## config.mk

```make
export PLATFORM = sky130hd
export DESIGN_NAME = wf_ram_reader
export DESIGN_NICKNAME = d
export VERILOG_FILES = /design/src/rtl/wf_ram_reader.sv
export SDC_FILE = /design/constraint.sdc
export NUM_CORES = 1
export LEC_CHECK = 0
export CAP_MARGIN = 20
export CORE_MARGIN = 3
export CORE_UTILIZATION = 57
export CTS_CLUSTER_SIZE = 24
export DETAILED_ROUTE_END_ITERATION = 6
export GPL_ROUTABILITY_DRIVEN = 0
export PLACE_DENSITY_LB_ADDON = 0.12
export SYNTH_ARGS = -nofsm -noshare
export SYNTH_HDL_FRONTEND = slang
export SYNTH_SLANG_ARGS = --single-unit
```

## constraint.sdc

```tcl
create_clock -name i_clk -period 9.9 [get_ports i_clk]
set_input_delay 1.98 -clock i_clk [delete_from_list [all_inputs] [get_ports i_clk]]
set_output_delay 1.98 -clock i_clk [all_outputs]
set_load 0.01 [all_outputs]
```

## src/rtl/wf_ram_reader.sv

```systemverilog
// wf_ram_reader: plays back a waveform table from the consumer port of the
// waveform DPBRAM at a programmable sample period. Each sample is emitted as a
// one-cycle strobe, and a running read count is kept alongside.
// Optional feature: define WF_READER_LOOP_EN to enable wrap-around playback
// selected by i_loop. When it is undefined, every run is single-shot.
module wf_ram_reader #(
  parameter int ADDR_WIDTH = 10,
  parameter int DATA_WIDTH = 16,
  parameter int DIV_WIDTH  = 16
) (
  input  logic                  i_clk,
  input  logic                  i_rst,
  input  logic                  i_start,
  input  logic                  i_stop,
  input  logic                  i_loop,
  input  logic [ADDR_WIDTH:0]   i_wf_len,
  input  logic [DIV_WIDTH-1:0]  i_wf_div,
  output logic [ADDR_WIDTH-1:0] o_wf_ram_addr,
  output logic                  o_wf_ram_ce,
  output logic                  o_wf_ram_we,
  input  logic [DATA_WIDTH-1:0] i_wf_ram_dout,
  output logic [DATA_WIDTH-1:0] o_wf_data,
  output logic                  o_wf_valid,
  output logic                  o_wf_busy,
  output logic                  o_wf_done,
  output logic [31:0]           o_wf_read_cnt
);

  typedef enum logic [1:0] {S_IDLE, S_READ, S_CAPTURE, S_WAIT} state_t;

  localparam logic [ADDR_WIDTH:0]  LEN_ONE = 1;
  localparam logic [DIV_WIDTH-1:0] DIV_ONE = 1;

  state_t                  state, state_nxt;
  logic [ADDR_WIDTH-1:0]   idx;
  logic [ADDR_WIDTH:0]     len_q;
  logic [DIV_WIDTH-1:0]    div_q;
  logic [DIV_WIDTH-1:0]    wait_cnt;
  logic [DATA_WIDTH-1:0]   data_q;
  logic [31:0]             read_cnt;
  logic                    loop_on;
  logic                    start_ok;
  logic                    is_last;
  logic                    capture_go;

  assign start_ok   = (state == S_IDLE) && i_start && !i_stop && (i_wf_len != '0);
  assign is_last    = ({1'b0, idx} == (len_q - LEN_ONE));
  // A stop in the capture cycle swallows that sample entirely.
  assign capture_go = (state == S_CAPTURE) && !i_stop;

`ifdef WF_READER_LOOP_EN
  logic loop_q;

  // Loop mode is latched at start so mid-run changes of i_loop are ignored.
  always_ff @(posedge i_clk) begin
    if (i_rst)         loop_q <= 1'b0;
    else if (start_ok) loop_q <= i_loop;
  end

  assign loop_on = loop_q;
`else
  logic unused_loop;
  assign unused_loop = i_loop;
  assign loop_on     = 1'b0;
`endif

  // State register.
  always_ff @(posedge i_clk) begin
    if (i_rst) state <= S_IDLE;
    else       state <= state_nxt;
  end

  // Next-state logic. Stop from any busy state overrides everything else.
  always_comb begin
    state_nxt = state;
    case (state)
      S_IDLE:    if (start_ok) state_nxt = S_READ;
      S_READ:    state_nxt = S_CAPTURE;
      S_CAPTURE: begin
        if (is_last && !loop_on) state_nxt = S_IDLE;
        else if (div_q != '0)    state_nxt = S_WAIT;
        else                     state_nxt = S_READ;
      end
      S_WAIT:    if (wait_cnt == '0) state_nxt = S_READ;
      default:   state_nxt = S_IDLE;
    endcase
    if ((state != S_IDLE) && i_stop) state_nxt = S_IDLE;
  end

  // Datapath: latched config, read index, wait counter, held sample, count.
  always_ff @(posedge i_clk) begin
    if (i_rst) begin
      len_q    <= '0;
      div_q    <= '0;
      idx      <= '0;
      wait_cnt <= '0;
      data_q   <= '0;
      read_cnt <= '0;
    end else begin
      if (start_ok) begin
        len_q    <= i_wf_len;
        div_q    <= i_wf_div;
        idx      <= '0;
        read_cnt <= '0;
      end
      if (capture_go) begin
        data_q <= i_wf_ram_dout;
        if (read_cnt != '1) read_cnt <= read_cnt + 32'd1;
        if (!is_last)       idx <= idx + 1'b1;
        else if (loop_on)   idx <= '0;
        // Loaded with div-1 so WAIT lasts exactly div cycles; unused when div=0.
        wait_cnt <= div_q - DIV_ONE;
      end
      if ((state == S_WAIT) && (wait_cnt != '0)) wait_cnt <= wait_cnt - DIV_ONE;
    end
  end

  // Outputs. Data shows the RAM word in the strobe cycle and holds it after.
  always_comb begin
    o_wf_ram_addr = idx;
    o_wf_ram_ce   = (state == S_READ);
    o_wf_ram_we   = 1'b0;
    o_wf_valid    = capture_go;
    o_wf_done     = capture_go && is_last && !loop_on;
    o_wf_data     = capture_go ? i_wf_ram_dout : data_q;
    o_wf_busy     = (state != S_IDLE);
    o_wf_read_cnt = read_cnt;
  end

endmodule
```

==> run metrics <==
slowest stage delay, CP=0.55 ns; measured slew at the worst slew-check pin=1.117 ns; detailed-router iteration count before antenna repair=6; post-synthesis cell count=805; CP required=7.92 ns; sinks on the clock net=103; P_leak=2.598 nW; post-detail-place hpwl=11440 um; max-slew violation count=0; YS warnings=0; r2r startpoint=wait_cnt[11]$_SDFFE_PP0P_; first-pass GRT wire length=26970 um; number of synthesized flops with an enable pin=0; slowest cell on the critical path=clkdlybuf4s50_1; post-cts resize count=0; die outline height=108.4 um; Cell Count Post-Placement=1000; number of nets in the layout=934; initial antenna violation count=0; vias in the first global route=6091; syn_nets=861; Final setup viols=0; ant diodes=0; largest net degree at the start of global routing=98; clock-pin slew on the worst setup and hold paths=0.10 ns; Async SR Flop Fraction=0%; Setup crit end kind=output pin; Area Growth Syn to Fin=21.37%; Peak Freq=169.2 MHz; DR vias=6418; die span in x=108.4 um; register area share after synthesis=34.50%; clock skew=0.01088 ns; setup TNS=0 ns; TritonCTS clock tree=yes; maximum root-to-sink buffer count=2; cts bufs inserted=9; share of post-route cells with drive strength above 1=4.757%; FP Rows=36; final hold slack=0.4732 ns; number of post-CTS setup repair buffers=0; wire length per cell=16.28 um; hold path start=data_q[4]$_SDFF_PP0_; Avg Cell Area, Syn=7.425 um2; Pwr Density=131.6 nW/um2; num ports=111; cell area after layout=7254 um2; vias per cell=6.317; pre-CTS setup slack=4.008 ns; area of the multi-input gates=3670 um2; post-synth cell types=76; DRC errors left=0; DP Area=7072 um2; cts hold-fix bufs=0; number of routed nets with antenna violations=0; fill count=831; final WL=16540 um; Total GRT Usage=27.84%; HP Class=flop to flop; unrepaired setup endpoints after global routing=no; Setup crit start=i_stop; kind of critical path=primary input to output pin; Clk Latency, worst-skew pair=0.39 ns; status=complete, no violations; H-tree level count=3; CTS root buf=clkbuf_8; max cap viols=0; post-route minimum period=5.912 ns; worst-path fanout max=42; initial drt markers=522; FF+latch area=2062 um2; worst-path cell chain=clkdlybuf4s50_1 -> nand2b_1 -> buf_4 -> nand2_1 -> nand2_1 -> clkdlybuf4s50_1; CP Launch Type=primary input; CP arrival=3.93 ns; Final Worst Setup Slack=3.988 ns; Initial Util=59.77%; #FFs+latches synth=103; ys flop type=dfxtp_1; normalized max-slew margin=25.28%; GRT overflow=0; worst vdd ir=0.08140 mV; cell area after synthesis=5977 um2; Core ar.=10000 um2; final hold violation count=0; Port-buffer cells=108; fin crit share=59.71%; final std cells w/o fill=1016; die area=11750 um2
## synthesized netlist by cell type (all sizes together), types with 6 or more instances
cell type,number,area share [%]
nor4,15,1.6
o21ai,64,5.4
o311ai,10,1.5
nor2,56,3.6
dfxtp,103,34
nand3b,7,0.88
o2bb2ai,6,0.88
nor3,35,3.1
a211oi,12,1.6
inv,12,0.75
and3,17,1.8
xnor2,9,1.3
o31ai,7,0.88
mux2i,6,1.0
nand2,164,10
xor2,8,1.2
buf,12,1.0
a311oi,9,1.3
or3,8,0.84
ha,8,1.7
nand4,8,0.84
or4,9,1.2
nand3,34,2.8
clkbuf,41,2.6
a21oi,66,5.6
## cells in the final DEF, fill, tap and decap left out, types with 5 or more instances in the layout
cell             instances
ha_1                     8
o21ai_0                 11
dfxtp_1                103
inv_1                   12
o21ai_1                 53
o2bb2ai_1                6
o311ai_1                 7
nor2_1                  55
nand4_1                  8
nor4_1                  15
nand3b_1                 7
xnor2_1                  9
a31oi_1                  5
buf_4                    7
and3_1                  17
nand3_1                 34
nor3_1                  34
xor2_1                   8
o31ai_1                  7
a311oi_1                 9
clkbuf_8                10
or4_1                    8
mux2i_1                  6
or3_1                    8
clkdlybuf4s50_1        107
nand2_1                164
a211oi_1                11
a21oi_1                 65
## cells by family after synthesis
family                     share of synthesized area [%]
buffers and inverters                              4.354
muxes                                              1.758
adders and majority gates                          1.675
DFF                                                34.50
AOI/OAI and AO/OA                                  25.20
and+or+nand+nor                                    29.96
xor gates and xnor gates                           2.491
other                                            0.06274
## metrics by stage
| step | util, % | total power, mW |
|---|---|---|
| floorplan | - | 0.6297 |
| global placement | 70.72 | 0.6883 |
| detailed placement | 70.72 | 0.6988 |
| CTS | 72.55 | 0.9513 |
| global route | 72.55 | 1.001 |
| finish | 72.55 | 0.9546 |
## where the power goes
| group | total [mW] | internal (mW) | leakage, nW | switching [mW] |
|---|---|---|---|---|
| logic | 0.240 | 0.101 | 1.68 | 0.138 |
| registers | 0.457 | 0.432 | 0.833 | 0.0244 |
| clock network | 0.258 | 0.101 | 0.0866 | 0.157 |
| total | 0.955 | 0.634 | 2.60 | 0.320 |
## per-layer routing
| metal | global-route usage, % | wire, um | vias up | part of all wire [%] |
|---|---|---|---|---|
| met5 | 0 | 0 | - | 0 |
| met4 | 10.10 | 320 | 0 | 1.9 |
| met3 | 5.791 | 1304 | 38 | 7.9 |
| met2 | 50.00 | 8194 | 289 | 50 |
| met1 | 32.52 | 6722 | 2998 | 41 |
| li1 | - | - | 3093 | - |
## path summary, 6_finish.rpt
| check | cells after the start | slack, ns | end |
|---|---|---|---|
| worst max-delay path | 6 | 3.99 | o_wf_data[15] |
| worst min register to register | 2 | 0.47 | data_q[4]$_SDFF_PP0_ |
| worst max register to register | 9 | 6.19 | wait_cnt[10]$_SDFFE_PP0P_ |
| worst min-delay path | 2 | 0.47 | data_q[4]$_SDFF_PP0_ |
## sequential cells by signal, indices dropped and copies added (netlist names)
name / cells
data_q: 16
div_q: 16
len_q: 11
o_wf_ram_addr: 10
o_wf_read_cnt: 32
state: 2
wait_cnt: 16
## critical path, delay by kind of cell
family | cells | cell delay, ns
buffers and inverters | 3 | 1.51
and+or+nand+nor | 3 | 0.43
## layout make-up
cell class	instances	share of cell area, %
sequential	103	28.42
multi-input combinational	637	50.59
inverter	12	0.6209
timing repair buffer	115	15.56
clock buffer	11	1.949
clock inverter	5	0.5692
tap	133	2.294
No activity file was read; power rests on OpenSTA's default activity.
